### config.mk
export PLATFORM = sky130hd
export DESIGN_NAME = reorder_buffer_flat
export DESIGN_NICKNAME = d
export VERILOG_FILES = /design/src/rtl/reorder_buffer_if.sv /design/src/rtl/reorder_buffer.sv /design/src/flat_wrapper.sv
export SDC_FILE = /design/constraint.sdc
export NUM_CORES = 1
export LEC_CHECK = 0
export BUFFER_PORTS_ARGS = -buffer_cell sky130_fd_sc_hd__buf_2
export CORE_ASPECT_RATIO = 0.6
export CORE_MARGIN = 4
export CORE_UTILIZATION = 50
export DETAILED_ROUTE_END_ITERATION = 16
export PLACE_DENSITY_LB_ADDON = 0.15
export SETUP_SLACK_MARGIN = 0.2
export SYNTH_ARGS = -nofsm -noshare
export SYNTH_HDL_FRONTEND = slang
export SYNTH_SLANG_ARGS = --single-unit
### constraint.sdc
create_clock -name clk -period 5.1 [get_ports clk]
set_clock_uncertainty 0.05 [all_clocks]
set_input_delay 0.51 -clock clk [delete_from_list [all_inputs] [get_ports clk]]
set_output_delay 0.51 -clock clk [all_outputs]
set_load 0.005 [all_outputs]
### src/rtl/reorder_buffer_if.sv
// Dispatch, wakeup and retire signals between Rename/FUs (master) and the reorder buffer (slave).
interface rob_if #(
  parameter int ROB_SIZE = 16,
  parameter int TAG_W    = 6
);
  localparam int IDX_W = $clog2(ROB_SIZE);

  logic             dispatch_valid;
  logic [TAG_W-1:0] dispatch_physical_rd;
  logic [TAG_W-1:0] dispatch_old_physical_rd;
  logic             dispatch_complete;
  logic [IDX_W-1:0] dispatch_rob_index;

  logic             wakeup_0_active;
  logic [TAG_W-1:0] wakeup_0_tag;
  logic             wakeup_1_active;
  logic [TAG_W-1:0] wakeup_1_tag;
  logic             wakeup_2_active;
  logic [TAG_W-1:0] wakeup_2_tag;
  logic             wakeup_3_active;
  logic [TAG_W-1:0] wakeup_3_tag;

  logic [TAG_W-1:0] freed_tag_1;
  logic [TAG_W-1:0] freed_tag_2;
  logic [1:0]       retire_count;
  logic             rob_full;
  logic             rob_empty;

  modport master (
    output dispatch_valid, dispatch_physical_rd, dispatch_old_physical_rd, dispatch_complete,
    output wakeup_0_active, wakeup_0_tag, wakeup_1_active, wakeup_1_tag,
    output wakeup_2_active, wakeup_2_tag, wakeup_3_active, wakeup_3_tag,
    input  dispatch_rob_index, freed_tag_1, freed_tag_2, retire_count, rob_full, rob_empty
  );

  modport slave (
    input  dispatch_valid, dispatch_physical_rd, dispatch_old_physical_rd, dispatch_complete,
    input  wakeup_0_active, wakeup_0_tag, wakeup_1_active, wakeup_1_tag,
    input  wakeup_2_active, wakeup_2_tag, wakeup_3_active, wakeup_3_tag,
    output dispatch_rob_index, freed_tag_1, freed_tag_2, retire_count, rob_full, rob_empty
  );
endinterface

### src/rtl/reorder_buffer.sv
// In-order retirement queue: one dispatch and up to two retires per cycle, freeing displaced tags.
// Optional simulation invariant checks are compiled when ROB_INVARIANT_CHECKS_EN is defined.
module reorder_buffer #(
  parameter int ROB_SIZE = 16,
  parameter int TAG_W    = 6
) (
  input  logic clk,
  input  logic reset_n,
  rob_if.slave bus
);
  localparam int IDX_W = $clog2(ROB_SIZE);
  localparam int CNT_W = IDX_W + 1;

  logic [ROB_SIZE-1:0] r_valid;
  logic [ROB_SIZE-1:0] r_complete;
  logic [TAG_W-1:0]    r_prd [ROB_SIZE];
  logic [TAG_W-1:0]    r_old [ROB_SIZE];
  logic [IDX_W-1:0]    r_head;
  logic [IDX_W-1:0]    r_tail;
  logic [CNT_W-1:0]    r_count;
  logic [TAG_W-1:0]    r_freed_1;
  logic [TAG_W-1:0]    r_freed_2;
  logic [1:0]          r_retire_count;

  logic [3:0]          w_wk_act;
  logic [TAG_W-1:0]    w_wk_tag [4];
  logic [ROB_SIZE-1:0] w_wake_hit;
  logic [ROB_SIZE-1:0] w_valid_next;
  logic [ROB_SIZE-1:0] w_complete_next;
  logic [3:0]          w_disp_lane_hit;
  logic                w_disp_complete;
  logic                w_full;
  logic                w_dispatch;
  logic [IDX_W-1:0]    w_head_p1;
  logic                w_r0;
  logic                w_r1;
  logic [1:0]          w_ret_n;

  assign w_wk_act    = {bus.wakeup_3_active, bus.wakeup_2_active,
                        bus.wakeup_1_active, bus.wakeup_0_active};
  assign w_wk_tag[0] = bus.wakeup_0_tag;
  assign w_wk_tag[1] = bus.wakeup_1_tag;
  assign w_wk_tag[2] = bus.wakeup_2_tag;
  assign w_wk_tag[3] = bus.wakeup_3_tag;

  assign w_full     = (r_count == CNT_W'(ROB_SIZE));
  assign w_dispatch = bus.dispatch_valid && !w_full;

  // Retire decisions use only registered complete bits, so same-edge wakeups wait one cycle.
  assign w_head_p1 = r_head + 1'b1;
  assign w_r0      = r_valid[r_head] && r_complete[r_head];
  assign w_r1      = w_r0 && r_valid[w_head_p1] && r_complete[w_head_p1];
  assign w_ret_n   = {1'b0, w_r0} + {1'b0, w_r1};

  genvar gi, gj;
  generate
    for (gj = 0; gj < 4; gj++) begin : g_disp_lane
      assign w_disp_lane_hit[gj] = w_wk_act[gj] && (w_wk_tag[gj] == bus.dispatch_physical_rd);
    end
  endgenerate

  assign w_disp_complete = bus.dispatch_complete ||
                           ((bus.dispatch_physical_rd != '0) && (|w_disp_lane_hit));

  generate
    for (gi = 0; gi < ROB_SIZE; gi++) begin : g_entry
      localparam logic [IDX_W-1:0] L_IDX = IDX_W'(gi);
      logic [3:0] w_lane_hit;
      logic       w_clr;
      logic       w_set;

      for (gj = 0; gj < 4; gj++) begin : g_lane
        assign w_lane_hit[gj] = w_wk_act[gj] && (w_wk_tag[gj] == r_prd[gi]);
      end

      assign w_wake_hit[gi] = (r_prd[gi] != '0) && (|w_lane_hit);
      assign w_clr = (w_r0 && (r_head == L_IDX)) || (w_r1 && (w_head_p1 == L_IDX));
      assign w_set = w_dispatch && (r_tail == L_IDX);

      assign w_valid_next[gi]    = w_clr ? 1'b0 : (w_set ? 1'b1 : r_valid[gi]);
      assign w_complete_next[gi] = w_clr ? 1'b0 :
                                   (w_set ? w_disp_complete
                                          : (r_complete[gi] || (r_valid[gi] && w_wake_hit[gi])));
    end
  endgenerate

  always_ff @(posedge clk or negedge reset_n) begin
    if (!reset_n) begin
      r_valid        <= '0;
      r_complete     <= '0;
      r_head         <= '0;
      r_tail         <= '0;
      r_count        <= '0;
      r_freed_1      <= '0;
      r_freed_2      <= '0;
      r_retire_count <= '0;
    end else begin
      r_valid        <= w_valid_next;
      r_complete     <= w_complete_next;
      r_head         <= r_head + IDX_W'(w_ret_n);
      r_tail         <= r_tail + IDX_W'(w_dispatch);
      r_count        <= r_count + CNT_W'(w_dispatch) - CNT_W'(w_ret_n);
      r_freed_1      <= w_r0 ? r_old[r_head] : '0;
      r_freed_2      <= w_r1 ? r_old[w_head_p1] : '0;
      r_retire_count <= w_ret_n;
    end
  end

  // Tag payload is qualified by r_valid, so it needs no reset.
  always_ff @(posedge clk) begin
    if (w_dispatch) begin
      r_prd[r_tail] <= bus.dispatch_physical_rd;
      r_old[r_tail] <= bus.dispatch_old_physical_rd;
    end
  end

  assign bus.dispatch_rob_index = r_tail;
  assign bus.freed_tag_1        = r_freed_1;
  assign bus.freed_tag_2        = r_freed_2;
  assign bus.retire_count       = r_retire_count;
  assign bus.rob_full           = w_full;
  assign bus.rob_empty          = (r_count == '0);

`ifdef ROB_INVARIANT_CHECKS_EN
  always @(posedge clk) begin
    if (reset_n) begin
      if (bus.dispatch_valid && w_full)
        $fatal(1, "reorder_buffer: dispatch while full");
      for (int i = 0; i < 4; i++)
        for (int j = i + 1; j < 4; j++)
          if (w_wk_act[i] && w_wk_act[j] && (w_wk_tag[i] == w_wk_tag[j]))
            $fatal(1, "reorder_buffer: duplicate wakeup tag %0d", w_wk_tag[i]);
      for (int k = 0; k < ROB_SIZE; k++) begin
        if (r_valid[k] && r_complete[k] && w_wake_hit[k])
          $fatal(1, "reorder_buffer: wakeup of completed entry %0d", k);
        if (w_dispatch && (bus.dispatch_physical_rd != '0) && r_valid[k] &&
            (r_prd[k] == bus.dispatch_physical_rd))
          $fatal(1, "reorder_buffer: dispatch tag %0d already in flight", bus.dispatch_physical_rd);
      end
    end
  end
`endif

endmodule

### src/flat_wrapper.sv
// flat-port wrapper written by rule: the top's interface ports become plain ports
module reorder_buffer_flat 
#(
  parameter int ROB_SIZE = 16,
  parameter int TAG_W    = 6
)
  (clk, reset_n, bus_dispatch_valid, bus_dispatch_physical_rd, bus_dispatch_old_physical_rd, bus_dispatch_complete, bus_wakeup_0_active, bus_wakeup_0_tag, bus_wakeup_1_active, bus_wakeup_1_tag, bus_wakeup_2_active, bus_wakeup_2_tag, bus_wakeup_3_active, bus_wakeup_3_tag, bus_dispatch_rob_index, bus_freed_tag_1, bus_freed_tag_2, bus_retire_count, bus_rob_full, bus_rob_empty);
  rob_if #(.ROB_SIZE(ROB_SIZE), .TAG_W(TAG_W)) bus_i ();
  input  logic clk;
  input  logic reset_n;
  input wire logic [$bits(bus_i.dispatch_valid)-1:0] bus_dispatch_valid;
  input wire logic [$bits(bus_i.dispatch_physical_rd)-1:0] bus_dispatch_physical_rd;
  input wire logic [$bits(bus_i.dispatch_old_physical_rd)-1:0] bus_dispatch_old_physical_rd;
  input wire logic [$bits(bus_i.dispatch_complete)-1:0] bus_dispatch_complete;
  input wire logic [$bits(bus_i.wakeup_0_active)-1:0] bus_wakeup_0_active;
  input wire logic [$bits(bus_i.wakeup_0_tag)-1:0] bus_wakeup_0_tag;
  input wire logic [$bits(bus_i.wakeup_1_active)-1:0] bus_wakeup_1_active;
  input wire logic [$bits(bus_i.wakeup_1_tag)-1:0] bus_wakeup_1_tag;
  input wire logic [$bits(bus_i.wakeup_2_active)-1:0] bus_wakeup_2_active;
  input wire logic [$bits(bus_i.wakeup_2_tag)-1:0] bus_wakeup_2_tag;
  input wire logic [$bits(bus_i.wakeup_3_active)-1:0] bus_wakeup_3_active;
  input wire logic [$bits(bus_i.wakeup_3_tag)-1:0] bus_wakeup_3_tag;
  output wire logic [$bits(bus_i.dispatch_rob_index)-1:0] bus_dispatch_rob_index;
  output wire logic [$bits(bus_i.freed_tag_1)-1:0] bus_freed_tag_1;
  output wire logic [$bits(bus_i.freed_tag_2)-1:0] bus_freed_tag_2;
  output wire logic [$bits(bus_i.retire_count)-1:0] bus_retire_count;
  output wire logic [$bits(bus_i.rob_full)-1:0] bus_rob_full;
  output wire logic [$bits(bus_i.rob_empty)-1:0] bus_rob_empty;
  assign bus_i.dispatch_valid = bus_dispatch_valid;
  assign bus_i.dispatch_physical_rd = bus_dispatch_physical_rd;
  assign bus_i.dispatch_old_physical_rd = bus_dispatch_old_physical_rd;
  assign bus_i.dispatch_complete = bus_dispatch_complete;
  assign bus_i.wakeup_0_active = bus_wakeup_0_active;
  assign bus_i.wakeup_0_tag = bus_wakeup_0_tag;
  assign bus_i.wakeup_1_active = bus_wakeup_1_active;
  assign bus_i.wakeup_1_tag = bus_wakeup_1_tag;
  assign bus_i.wakeup_2_active = bus_wakeup_2_active;
  assign bus_i.wakeup_2_tag = bus_wakeup_2_tag;
  assign bus_i.wakeup_3_active = bus_wakeup_3_active;
  assign bus_i.wakeup_3_tag = bus_wakeup_3_tag;
  assign bus_dispatch_rob_index = bus_i.dispatch_rob_index;
  assign bus_freed_tag_1 = bus_i.freed_tag_1;
  assign bus_freed_tag_2 = bus_i.freed_tag_2;
  assign bus_retire_count = bus_i.retire_count;
  assign bus_rob_full = bus_i.rob_full;
  assign bus_rob_empty = bus_i.rob_empty;
  reorder_buffer #(.ROB_SIZE(ROB_SIZE), .TAG_W(TAG_W)) u_core (.clk(clk), .reset_n(reset_n), .bus(bus_i));
endmodule
# Yosys cells after proc, flatten, opt, wreduce, memory -nomap -nowiden
# Memories as Yosys holds them, arrays and structs flattened.
# Cells that the tools add are included.
# W data, S select, Z words.
[classes]
n_eq_ne = 114
n_mux = 76
n_lt_le_gt_ge = 2
add_sub_neg = 6
n_reduce_logical = 241
[op_table]
columns = ["cell", "count"]
rows = [
  ["$eq A6 B6 Y1", 68],
  ["$logic_and A1 B1 Y1", 153],
  ["$reduce_bool A6 Y1", 17],
  ["$eq A4 B4 Y1 const B", 24],
  ["$mux W1", 70],
  ["$reduce_or A4 Y1", 17],
  ["$eq A4 B3 Y1 const B", 12],
  ["$logic_or A1 B1 Y1", 33],
  ["$reduce_bool A2 Y1", 16],
  ["$eq A4 B2 Y1 const B", 6],
  ["$bmux W1 S4", 4],
  ["$eq A4 B1 Y1 const B", 3],
  ["$logic_not A4 Y1", 3],
  ["$mux W6", 2],
  ["$lt A4 B5 Y1 const B", 2],
  ["$add A5 B1 Y5", 1],
  ["$eq A5 B5 Y1 const B", 1],
  ["$logic_not A5 Y1", 1],
  ["$sub A5 B2 Y5", 1],
  ["$add A4 B1 Y4", 1],
  ["$add A4 B1 Y4 const B", 1],
  ["$add A4 B2 Y4", 1],
  ["$add A1 B1 Y2", 1],
  ["$logic_not A1 Y1", 1],
]
[totals]
mem_bits_rw = 192
input_bits = 44
mem_count = 2
word_cells = 464
out_inout_bits = 20
regBits = 59
[memory_table]
columns = ["name", "depth", "width", "read_ports", "rd_ports_with_merged_regs", "write_ports", "line_no", "rtl"]
rows = [
  ["u_core.r_old", 16, 6, 2, 0, 1, "reorder_buffer.sv:17", "logic [TAG_W-1:0] r_old [ROB_SIZE];"],
  ["u_core.r_prd", 16, 6, 16, 0, 1, "reorder_buffer.sv:16", "logic [TAG_W-1:0] r_prd [ROB_SIZE];"],
]

# Logic depth before layout (Yosys ltp)
[depth]
word_depth = 8
depth_mapped = 23

# Worst setup path before layout
# No wires, ideal clock.
[synth_path]
path_kind = "flip-flop to flip-flop"
from = "register u_core.r_head[1]"
to = "register u_core.r_count[4]"
arrival_time_ns = 4.590
synth_period_minus_slack_ns = 4.763
path_slack_ns = 0.337
required_ns = 4.927
stages_incl_launch_ff = 24
setup_ns = 0.123
n_path_buf = 7
cell_sequence = "dfrtp_1 buf_2 buf_1 buf_2 inv_1 ha_1 buf_2 buf_4 o211ai_1 o21ai_0 a221o_1 buf_6 or2_0 buf_2 inv_1 ha_1 ha_1 inv_1 ha_1 fa_1 a21oi_1 nor2_1 nor2_1 xnor2_1"
[synth_via]
elab_chain_len = 7
[synth_lines]
columns = ["element", "line_no", "rtl"]
rows = [
  ["start, declared", "reorder_buffer.sv:18", "logic [IDX_W-1:0] r_head;"],
  ["start signal, assigned", "reorder_buffer.sv:100", "r_head <= r_head + IDX_W'(w_ret_n);"],
  ["$add A4 B1 Y4 or $bmux W1 S4 (tied branches)", "reorder_buffer.sv:50, reorder_buffer.sv:51", ""],
  ["$bmux W1 S4 or $mux W1 (tied branches)", "reorder_buffer.sv:52, reorder_buffer.sv:51", ""],
  ["$mux W1 (implied by the code) or $logic_and A1 B1 Y1 (tied branches)", "reorder_buffer.sv:52, reorder_buffer.sv:51", ""],
  ["$logic_and A1 B1 Y1 (2 in series)", "reorder_buffer.sv:52", "assign w_r1 = w_r0 && r_valid[w_head_p1] && r_complete[w_head_p1];"],
  ["$add A1 B1 Y2 *", "reorder_buffer.sv:53", "assign w_ret_n = {1'b0, w_r0} + {1'b0, w_r1};"],
  ["via u_core.w_ret_n[0]", "reorder_buffer.sv:37", "logic [1:0] w_ret_n;"],
  ["$sub A5 B2 Y5 *", "reorder_buffer.sv:102", "r_count <= r_count + CNT_W'(w_dispatch) - CNT_W'(w_ret_n);"],
  ["end signal, assigned", "reorder_buffer.sv:102", ""],
  ["end, declared", "reorder_buffer.sv:20", "logic [CNT_W-1:0] r_count;"],
]
# The timed path passes the listed nets; every way through them passes the cells marked *. The select of a mux whose other input is x is not followed.
# A chain may end at the register's enable or synchronous reset.

# Final worst setup path
# Same ends and word-level chain as after synthesis.

==> run_results.csv <==
group,metric,value,unit
synthesis,synth-main-ff-cell,"edfxtp_1",
synthesis,yosysWarnings,0,
clocking,cts_setup_buffers,0,
grt,grt_pass1_vias,10693,
grt,top_usage_layer,"met1",
timing,holdWs,0.1058,ns
critical_path,worst-endpoint-required,5.52,ns
timing,slew_violations,0,
outcome,status,"completed",
clocking,clockBufferDepth,3,
synthesis,async_flop_share,0.2351,
grt,grtUsageMet2,0.3800,
synthesis,ys_seq_area_frac,0.4498,
clocking,cts-root-buf,"clkbuf_16",
floorplanning,die_area,0.03523,mm²
critical_path,r2r_start,"u_core.r_head[1]$_DFF_PN0_",
grt,gr-usage-met1,0.4287,
power,p_per_area,489.3,mW/mm²
timing,max_freq,216.1,MHz
clocking,post_cts_resized,0,
timing,setup_viol,0,
timing,min_period,4.627,ns
clocking,numCtsBuffers,25,
routing,first_pass_iters,5,
worst_hold_path,hold_class,"in2async",
timing,period_share,0.9072,
clocking,clkTransAtPathRegs,0.06,ns
critical_path,crit_chain,"inv_1, ha_2, mux4_2, a32o_1, a221o_1, or2_0, buf_4, inv_1, ha_1, ha_1, inv_1, ha_1, fa_1, a21oi_1, nor2_1, nor2_1, xnor2_1",
synthesis,synthesis.area,0.01610,mm²
timing,rsz0062_at_grt,"false",
clocking,cts.htree.levels,1,
critical_path,reg2reg_to,"u_core.r_count[4]$_DFF_PN0_",
floorplanning,core,0.03147,mm²
floorplanning,ios,64,
clocking,clock_sinks,251,
critical_path,end_kind,"flip-flop",
floorplanning,die_w,239.7,µm
grt,grt_start_max_net_pins,60,
synthesis,syn_nets,1454,
critical_path,cp_max_fo,17,
clocking,cts_tree,"done",
routing,wirelength,48.36,mm
clocking,clkLatencyLatePin,0.56,ns
critical_path,cp_top_family,"adder cells",
grt,antenna_found_initial,1,
synthesis,yosys-top-cells-area,"edfxtp_1 36%, xnor2_1 11%, xor2_1 11%",
floorplanning,initial_core_util,0.5117,
placed_design,dp_hpwl,31.21,mm
flow_run,maxCapViolCount,0,
critical_path,r2r_slack,0.47,ns
timing,tightest_slew,0.9798,ns
routing,vias,11161,
cells_and_area,nFillCells,2632,
cells_and_area,regArea,0.007247,mm²
synthesis,ys_types,52,
cells_and_area,antenna_cells,0,
synthesis,netlist_instances,1391,
routing,routed_via_density,6.370,
critical_path,cp_num_buf_inv,4,
cells_and_area,multi_input_area,0.008046,mm²
power,ir_drop,0.3971,mV
floorplanning,fp.dieH,147.0,µm
placed_design,io_buffers,63,
critical_path,worstRegToRegCells,17,
timing,relSlewSlack,0.3444,
routing,drtAntennaViolNets,0,
critical_path,crit_start,"u_core.r_head[1]$_DFF_PN0_",
critical_path,critPathArrivalTime,5.04,ns
critical_path,cpPeakStageDelay,0.62,ns
critical_path,crit_type,"reg2reg",
grt,grt_overflow_total,0,
power,power.leakage,5.871,nW
synthesis,syn_avg_cell_area,11.58,µm²
cells_and_area,layout-area-overhead-vs-synth,6.830,%
floorplanning,core.rowCount,50,
routing,drc,0,
synthesis,synth_top_cell_by_area,"edfxtp_1",
timing,setup-tns-final,0,ns
cells_and_area,layout-drive-gt1-share,0.1617,
grt,grt.total_usage,0.2715,
placed_design,gp_congestion,0.8868,
routing,drt-initial-drc-count,1332,
critical_path,cp_slowest_cell,"dfrtp_2",
routing,wl_per_cell,27.60,µm
clocking,ctsHoldBuffers,0,
critical_path,worst_setup_path_start_kind,"flip-flop",
cells_and_area,fin_nets,1380,
synthesis,ys_seq_elements,251,
timing,hold_violations,0,
synthesis,synth-edff-count,192,
grt,grt_first_pass_wirelength,71.43,mm
synthesis,synth_top_area_share,0.3581,
grt,grtUsageMet3,0.06754,
worst max-delay path by stage:
stage	to	cells past startpoint
6_report	u_core.r_count[4]$_DFF_PN0_	17
2_1_floorplan	u_core.r_count[4]$_DFF_PN0_	23
5_1_grt	u_core.r_count[4]$_DFF_PN0_	17
3_5_place_dp	u_core.r_count[4]$_DFF_PN0_	17
3_3_place_gp	u_core.r_count[4]$_DFF_PN0_	17
4_1_cts	u_core.r_count[4]$_DFF_PN0_	17
per-stage QoR:
stage / cell area, µm² / worst slack, ns / utilization / instances / power, mW
4_1_cts: 17200 / 0.5139 / 0.5466 / 1752 / 8.423
3_3_place_gp: 16400 / 0.6090 / 0.5210 / 1706 / 6.480
3_5_place_dp: 16400 / 0.5506 / 0.5210 / 1706 / 6.547
5_1_grt: 17200 / 0.2180 / 0.5466 / 1752 / 8.841
2_1_floorplan: 16100 / 0.3368 / - / 1391 / 5.618
6_report: 17200 / 0.4732 / 0.5466 / 1752 / 8.416
layout make-up:
type / instances / area share
multi-input combinational: 933 / 0.4678
tap: 416 / 0.03026
clock buffer: 34 / 0.04008
clock inverter: 12 / 0.006765
sequential: 251 / 0.4213
timing repair buffer: 91 / 0.03055
inverter: 15 / 0.003273
synth_stat cells, types with 10 or more instances:
cell type / instances
nor3_1: 11
nand3_1: 10
ha_1: 17
mux4_2: 61
edfxtp_1: 192
dfrtp_1: 59
a311oi_1: 16
clkbuf_1: 104
xor2_1: 209
buf_1: 20
o31ai_1: 16
nor4_1: 88
nor2_1: 56
and2_1: 10
xnor2_1: 209
a211oi_1: 22
nand2_1: 62
inv_1: 15
or4_1: 17
buf_2: 62
nand4_1: 68
cells by family (layout without fill, tap and decap cells):
family                   count (synthesis)  in the layout  share of synthesized area
AO/OA/AOI/OAI                           81             81                    0.04181
XOR/XNOR                               418            418                     0.2274
adder cells (fa/ha/maj)                 19             19                    0.01570
buffers and inverters                  207            152                    0.05540
flip-flops                             251            251                     0.4498
multiplexers                            71             71                    0.09371
AND/OR/NAND/NOR                        344            344                     0.1162
where the power goes:
part           switching [mW]  internal (mW)
Sequential              0.468           2.61
Clock                   0.821           1.05
Combinational            1.89           1.57
Total                    3.18           5.23
per-layer routing:
layer	share of wire	wire length, µm	vias up
met2	0.41	19770	618
met3	0.10	4889	79
met1	0.47	22770	5631
met4	0.019	916	2
li1	-	-	4831
met5	0.00027	13	-
placed cells by master, fill, tap and decap left out, drive strengths merged, types with 3 or more instances in the layout:
cell type,count
xnor2,209
xor2,209
edfxtp,192
buf,91
nor4,88
nand4,68
mux4,63
nand2,62
dfrtp,59
nor2,56
clkbuf,34
a211oi,28
or4,17
ha,17
a311oi,16
o31ai,16
inv,16
and2,11
nor3,11
nand3,10
nor2b,8
mux2i,6
clkinv,6
o21ai,4
and3,3
a21oi,3
clkinvlp,3
registers in the layout, summed over array words and instances (netlist names):
register                       count
u_core.r_complete                 16
u_core.r_valid                    16
u_core.r_head                      4
u_core.r_prd                      96
u_core.bus.retire_count            2
u_core.r_old                      96
u_core.bus.dispatch_rob_index      4
u_core.bus.freed_tag_1             6
u_core.r_count                     5
u_core.bus.freed_tag_2             6
Note: power is estimated with default switching activity, not from simulation.
